<file path="src/rtl/decode_stage_pkg.sv">
// rtl/decode_stage_pkg.sv - ALU op codes, RV32I opcode/funct constants and operand-select encodings
// Shared by the instruction decoder and the decode-stage pipeline register.
package decode_stage_pkg;

   localparam int ALUOP_WIDTH = 4;

   localparam logic [ALUOP_WIDTH-1:0] ALU_ADD  = 4'd0;
   localparam logic [ALUOP_WIDTH-1:0] ALU_SUB  = 4'd1;
   localparam logic [ALUOP_WIDTH-1:0] ALU_SLL  = 4'd2;
   localparam logic [ALUOP_WIDTH-1:0] ALU_SLT  = 4'd3;
   localparam logic [ALUOP_WIDTH-1:0] ALU_SLTU = 4'd4;
   localparam logic [ALUOP_WIDTH-1:0] ALU_XOR  = 4'd5;
   localparam logic [ALUOP_WIDTH-1:0] ALU_SRL  = 4'd6;
   localparam logic [ALUOP_WIDTH-1:0] ALU_SRA  = 4'd7;
   localparam logic [ALUOP_WIDTH-1:0] ALU_OR   = 4'd8;
   localparam logic [ALUOP_WIDTH-1:0] ALU_AND  = 4'd9;

   localparam logic [6:0] OPC_OP     = 7'b0110011;
   localparam logic [6:0] OPC_OP_IMM = 7'b0010011;
   localparam logic [6:0] OPC_LUI    = 7'b0110111;
   localparam logic [6:0] OPC_AUIPC  = 7'b0010111;

   localparam logic [2:0] F3_ADD_SUB = 3'b000;
   localparam logic [2:0] F3_SLL     = 3'b001;
   localparam logic [2:0] F3_SLT     = 3'b010;
   localparam logic [2:0] F3_SLTU    = 3'b011;
   localparam logic [2:0] F3_XOR     = 3'b100;
   localparam logic [2:0] F3_SR      = 3'b101;
   localparam logic [2:0] F3_OR      = 3'b110;
   localparam logic [2:0] F3_AND     = 3'b111;

   localparam logic [6:0] F7_BASE = 7'h00;
   localparam logic [6:0] F7_ALT  = 7'h20;

   localparam logic [1:0] A_SEL_RS1  = 2'd0;
   localparam logic [1:0] A_SEL_PC   = 2'd1;
   localparam logic [1:0] A_SEL_ZERO = 2'd2;
   localparam logic       B_SEL_RS2  = 1'b0;
   localparam logic       B_SEL_IMM  = 1'b1;

   // funct3 -> ALU op assuming the base (funct7=0) variant
   function automatic logic [ALUOP_WIDTH-1:0] base_op(input logic [2:0] f3);
      case (f3)
         F3_ADD_SUB: base_op = ALU_ADD;
         F3_SLL:     base_op = ALU_SLL;
         F3_SLT:     base_op = ALU_SLT;
         F3_SLTU:    base_op = ALU_SLTU;
         F3_XOR:     base_op = ALU_XOR;
         F3_SR:      base_op = ALU_SRL;
         F3_OR:      base_op = ALU_OR;
         default:    base_op = ALU_AND;
      endcase
   endfunction

endpackage

</file>
<file path="src/rtl/decode_stage_instr_dec.sv">
// rtl/decode_stage_instr_dec.sv - combinational RV32I decoder for OP, OP-IMM, LUI and AUIPC
// Illegal encodings collapse to ADD, zero selects and zero immediate.
module instr_dec
   import decode_stage_pkg::*;
(
   input  logic [31:0]            instr,
   output logic [ALUOP_WIDTH-1:0] alu_op,
   output logic [1:0]             a_sel,
   output logic                   b_sel,
   output logic [31:0]            imm,
   output logic [4:0]             rs1,
   output logic [4:0]             rs2,
   output logic [4:0]             rd,
   output logic                   rd_we,
   output logic                   illegal
);

   logic [6:0] opcode;
   logic [2:0] f3;
   logic [6:0] f7;

   assign opcode = instr[6:0];
   assign f3     = instr[14:12];
   assign f7     = instr[31:25];
   assign rs1    = instr[19:15];
   assign rs2    = instr[24:20];
   assign rd     = instr[11:7];

   always_comb begin
      alu_op  = ALU_ADD;
      a_sel   = A_SEL_RS1;
      b_sel   = B_SEL_RS2;
      imm     = '0;
      illegal = 1'b0;
      if (instr[1:0] != 2'b11) begin
         illegal = 1'b1;
      end else begin
         case (opcode)
            OPC_LUI: begin
               a_sel = A_SEL_ZERO;
               b_sel = B_SEL_IMM;
               imm   = {instr[31:12], 12'b0};
            end
            OPC_AUIPC: begin
               a_sel = A_SEL_PC;
               b_sel = B_SEL_IMM;
               imm   = {instr[31:12], 12'b0};
            end
            OPC_OP_IMM: begin
               b_sel  = B_SEL_IMM;
               alu_op = base_op(f3);
               imm    = {{20{instr[31]}}, instr[31:20]};
               // shift immediates carry only the shamt; the upper bits are funct7
               if (f3 == F3_SLL) begin
                  imm = {27'b0, instr[24:20]};
                  if (f7 != F7_BASE) illegal = 1'b1;
               end else if (f3 == F3_SR) begin
                  imm = {27'b0, instr[24:20]};
                  if (f7 == F7_ALT) alu_op = ALU_SRA;
                  else if (f7 != F7_BASE) illegal = 1'b1;
               end
            end
            OPC_OP: begin
               alu_op = base_op(f3);
               if (f7 == F7_ALT) begin
                  if (f3 == F3_ADD_SUB) alu_op = ALU_SUB;
                  else if (f3 == F3_SR) alu_op = ALU_SRA;
                  else illegal = 1'b1;
               end else if (f7 != F7_BASE) begin
                  illegal = 1'b1;
               end
            end
            default: illegal = 1'b1;
         endcase
      end
      if (illegal) begin
         alu_op = ALU_ADD;
         a_sel  = A_SEL_RS1;
         b_sel  = B_SEL_RS2;
         imm    = '0;
      end
   end

   assign rd_we = !illegal && (rd != 5'd0);

endmodule

</file>
<file path="src/rtl/decode_stage.sv">
// rtl/decode_stage.sv - decode stage: valid/ready handshake around a single registered decode bundle
// Flush beats capture; async reset discards any held bundle at once.
module decode_stage
   import decode_stage_pkg::*;
#(
   parameter int              XLEN     = 32,
   parameter logic [XLEN-1:0] RESET_PC = '0
) (
   input  logic                   i_clk,
   input  logic                   i_rst,
   input  logic                   i_valid,
   output logic                   o_ready,
   input  logic [31:0]            i_instr,
   input  logic [XLEN-1:0]        i_pc,
   input  logic                   i_flush,
   output logic                   o_valid,
   input  logic                   i_ready,
   output logic [XLEN-1:0]        o_pc,
   output logic [ALUOP_WIDTH-1:0] o_alu_op,
   output logic [1:0]             o_a_sel,
   output logic                   o_b_sel,
   output logic [XLEN-1:0]        o_imm,
   output logic [4:0]             o_rs1,
   output logic [4:0]             o_rs2,
   output logic [4:0]             o_rd,
   output logic                   o_rd_we,
   output logic                   o_illegal
);

   logic [ALUOP_WIDTH-1:0] d_alu_op;
   logic [1:0]             d_a_sel;
   logic                   d_b_sel;
   logic [31:0]            d_imm;
   logic [4:0]             d_rs1;
   logic [4:0]             d_rs2;
   logic [4:0]             d_rd;
   logic                   d_rd_we;
   logic                   d_illegal;
   logic                   capture;

   instr_dec u_instr_dec (
      .instr   (i_instr),
      .alu_op  (d_alu_op),
      .a_sel   (d_a_sel),
      .b_sel   (d_b_sel),
      .imm     (d_imm),
      .rs1     (d_rs1),
      .rs2     (d_rs2),
      .rd      (d_rd),
      .rd_we   (d_rd_we),
      .illegal (d_illegal)
   );

   assign o_ready = !o_valid || i_ready;
   assign capture = i_valid && o_ready && !i_flush;

   always_ff @(posedge i_clk or posedge i_rst) begin
      if (i_rst) begin
         o_valid   <= 1'b0;
         o_pc      <= RESET_PC;
         o_alu_op  <= ALU_ADD;
         o_a_sel   <= '0;
         o_b_sel   <= 1'b0;
         o_imm     <= '0;
         o_rs1     <= '0;
         o_rs2     <= '0;
         o_rd      <= '0;
         o_rd_we   <= 1'b0;
         o_illegal <= 1'b0;
      end else if (i_flush) begin
         o_valid <= 1'b0;
      end else if (capture) begin
         o_valid   <= 1'b1;
         o_pc      <= i_pc;
         o_alu_op  <= d_alu_op;
         o_a_sel   <= d_a_sel;
         o_b_sel   <= d_b_sel;
         o_imm     <= d_imm;
         o_rs1     <= d_rs1;
         o_rs2     <= d_rs2;
         o_rd      <= d_rd;
         o_rd_we   <= d_rd_we;
         o_illegal <= d_illegal;
      end else if (i_ready) begin
         o_valid <= 1'b0;
      end
   end

endmodule

</file>
<file path="config.mk">
export PLATFORM = sky130hd
export DESIGN_NAME = decode_stage
export DESIGN_NICKNAME = d
export VERILOG_FILES = /design/src/rtl/decode_stage_pkg.sv /design/src/rtl/decode_stage_instr_dec.sv /design/src/rtl/decode_stage.sv
export SDC_FILE = /design/constraint.sdc
export NUM_CORES = 1
export LEC_CHECK = 0
export ABC_AREA = 1
export ABC_CLOCK_PERIOD_IN_PS = 3700
export BUFFER_PORTS_ARGS = -buffer_cell sky130_fd_sc_hd__buf_4
export CORE_ASPECT_RATIO = 1.5
export CORE_MARGIN = 8
export CORE_UTILIZATION = 48
export CTS_CLUSTER_SIZE = 10
export DETAILED_ROUTE_END_ITERATION = 12
export PLACE_DENSITY = 0.8
export SYNTH_ARGS = -nofsm -noshare
export SYNTH_HDL_FRONTEND = slang
export SYNTH_SLANG_ARGS = --single-unit
</file>
<file path="constraint.sdc">
create_clock -name i_clk -period 3.7 [get_ports i_clk]
set_input_delay 0.74 -clock i_clk [delete_from_list [all_inputs] [get_ports i_clk]]
set_output_delay 0.74 -clock i_clk [all_outputs]
set_load 0.05 [all_outputs]
</file>
==> implementation parameters <==
Parameter                              Value

Outcome
  Result of the run ... completed

Die
  Die width ... 89.71 um
  Number of top-level pins ... 159
  Core area ... between 7000 and 8000 um2
  Initial core utilization ... roughly half
  Floorplan row count ... 40
  Die ar. ... 11350 um2
  Height of the die ... 126.6 um

Detailed routing
  Post-route DRC ... 0
  Routed wire length per instance ... 15.51 um
  Vias ... 3775
  Via density per instance ... 5.020
  Number of nets with antenna violations after detailed routing ... 0
  DR pass1 iterations ... 5
  Number of DRC markers in iteration 0 ... between 150 and 200
  Detailed Route WL ... about 12000 um

Clock network
  Clock input transition at the sequential cells of the worst setup and hold paths ... 60 ps
  Htree depth ... 3
  Skew-Pair Late Insertion Delay ... 340 ps
  CTS buffer count ... 9
  Hold-fix buffer count after cts ... 0
  Clock sink total ... 89
  Setup fix buffers added after clock tree synthesis ... 0
  Gates resized, CTS repair ... 0
  Root cell of the clock tree ... clkbuf_16
  Maximum root-to-sink buffer count ... 2
  TritonCTS clock tree ... yes

Logic synthesis
  List of most frequent post-synthesis cells ... 244 x nand2_1, 89 x dfrtp_1, 36 x inv_1, 35 x o21ai_0
  Compound-Gate Fraction of Synth Area ... 6.078%
  Most instantiated library cell after synthesis ... nand2_1
  Count of warnings emitted by yosys ... 0
  Number of synthesized flops with an enable pin ... 0
  Gate count after technology mapping ... 491
  Adder-cell share of the synthesized area ... 0%
  Fraction of post-synthesis cell area in the top cell type by area ... 56.94%
  Post-Synth Simple-Gate Area ... 30.42%
  Yosys reg bits ... 89
  Synthesized-area fraction occupied by xor and xnor cells ... 0%
  Library cell with the largest summed area after synthesis ... dfrtp_1
  Primary FF master, synth ... dfrtp_1
  Library cells used by synthesis ... 23
  Proportion of synthesized area in mux cells ... 0%
  Total nets after synthesis ... 560
  Proportion of synthesized chip area in sequential cells ... 56.94%
  Dominant cells by area after synthesis ... dfrtp_1 57%, nand2_1 23%, o21ai_0 4.5%
  Mean instance size in the synthesized netlist ... 7.966 um2
  Netlist area before placement ... between 3000 and 4000 um2
  Largest family of logic cells by synthesized area ... simple AND/OR/NAND/NOR gates
  Share of flip-flops with an asynchronous set or reset after synthesis ... between 90% and 100%

STA
  Final critical path time including I/O delays and setup ... 2251 ps
  Final cycle utilization of the critical path ... 60.83%
  Final hold slack ... roughly 470 ps
  Number of endpoints with negative hold slack in the final report ... 0
  Top achievable clock speed ... 444.3 MHz
  Actual slew at the worst max-slew pin ... 1105 ps
  Max transition margin ... 26.22%
  Slew Limit Fails ... 0
  Fin Clk Skew ... 6.782 ps
  Count of final setup violators ... 0
  Setup TNS Final ... 0 ps
  Setup repair after global routing missed its margin ... no

Layout
  Fillcell total ... 647
  Share of cells above drive strength 1 ... between 20% and 30%
  Area growth, synth to finish ... 39.25%
  Count of antenna diodes in the layout ... 0
  Final standard cell count with taps included and fillers excluded ... 752
  Final Cell Area ... 5446 um2
  Number of nets in the layout ... approximately 710

Power and ir drop
  P_leak ... 3.150 nW
  Largest voltage drop on the vdd net ... 270.1 uV
  Power Dens Cells ... 483.2 nW/um2

Global routing
  Number of antenna violations at the first check in global routing ... 0
  Maximum number of pins on one net before global-route repair ... 70
  Overall global routing resource usage ... a little over a fifth
  Global-route wire length before repair ... 19260 um
  Via count of the first global-routing pass ... 3891
  GRT Residual Overflow ... 0

Critical path
  Critical path class ... input pin to register
  Category of the worst setup path launch point ... input pin
  Category of the worst setup path capture point ... register
  FF-to-FF End ... o_imm[9]
  R2R Setup Slk ... 1560 ps
  Max Fanout on Critical Path ... 69
  Arrival time of data at the critical path endpoint ... 2480 ps
  First element of the critical path ... i_valid
  Data required time at the worst endpoint ... between 3000 and 4000 ps
  Depth of the most critical reg-to-reg path ... 6
  Reg-to-reg startpoint ... o_valid

Min path
  Critical hold path startpoint ... o_pc[28]
  Worst Hold Class ... register to register
  Endpoint with the worst hold slack ... o_pc[28]
  Hold path cells ... 2

Placed design
  HPWL after DPL ... 8627 um
  Placed insts ... between 700 and 800
  Global placer's final weighted congestion ... 0.8208
  Post-DP Area ... 5162 um2
  Count of input and output buffers ... approximately 160

Flow run
  MaxCap Viol Count ... 0
## worst max-delay path, stage by stage
cell and delay, ps:
buf_4 80, inv_1 60, nor3_4 190, clkinv_2 670
buf_4 470, o31ai_1 250
## power breakdown
part | internal [mW] | switching (mW) | total [mW]
clock network | 0.491 | 0.363 | 0.854
registers | 1.06 | 0.0463 | 1.10
logic | 0.200 | 0.476 | 0.675
total | 1.75 | 0.885 | 2.63
## cell type report
type	instances	area (um2)	area share (%)
Multi-Input combinational cell	340	1428	26.21
Sequential cell	89	2227	40.89
Inverter	38	145.1	2.665
Timing Repair Buffer	164	1231	22.61
Clock inverter	4	27.53	0.5054
Tap cell	105	131.4	2.412
Clock buffer	12	256.5	4.709
## logic make-up after synthesis
family	after synthesis
buffers and inverters	62
AND/OR/NAND/NOR	296
flip-flops	89
AO/OA/AOI/OAI	44
## registers in the layout, summed over array words and instances (netlist names)
name and flops:
o_rd 5, o_valid 1, o_b_sel 1, o_rs1 5, o_a_sel 2, o_imm 32, o_rs2 5, o_illegal 1
o_alu_op 4, o_pc 32, o_rd_we 1
## worst max-delay path by stage
stage / end / cells past startpoint
after global routing: o_imm[5] / 6
after floorplan: o_a_sel[0] / 1
after detailed placement: o_imm[5] / 6
final: o_imm[9] / 6
after global placement: o_rs1[3] / 7
after CTS: o_imm[9] / 6
## placed cells by master, fill, tap and decap left out
cell        instances
buf_4             164
clkinvlp_4          3
dfrtp_1            89
nor3_1              6
inv_2               1
o31ai_1             6
clkinv_2            3
nand4_1             4
o21ai_0            35
nor3_4              1
a21oi_1             2
nand2_4             1
a22oi_1             1
nor2_2              1
clkbuf_1            1
clkbuf_16           9
nand3_2             1
nand3_1            18
nand2_1           244
nor2_4              1
inv_1              35
clkbuf_8            2
nand2_2             1
nor2_1             18
## per-stage QoR
stage / setup slack [ps] / util, % / total power, mW
after floorplan: 653.1 / - / 1.544
after global placement: 1197 / 64.87 / 1.786
after detailed placement: 1100 / 64.87 / 1.799
after CTS: 1430 / 68.44 / 2.645
after global routing: 1168 / 68.44 / 2.726
final: 1449 / 68.44 / 2.632
## routing by layer
metal,track usage (%),routed length (um),up-vias
met4,10.91,346,0
li1,-,-,1818
met2,37.04,6276,136
met1,21.94,4335,1801
met3,5.608,704,20
met5,0,0,-
No activity file was read; power rests on OpenSTA's default activity.
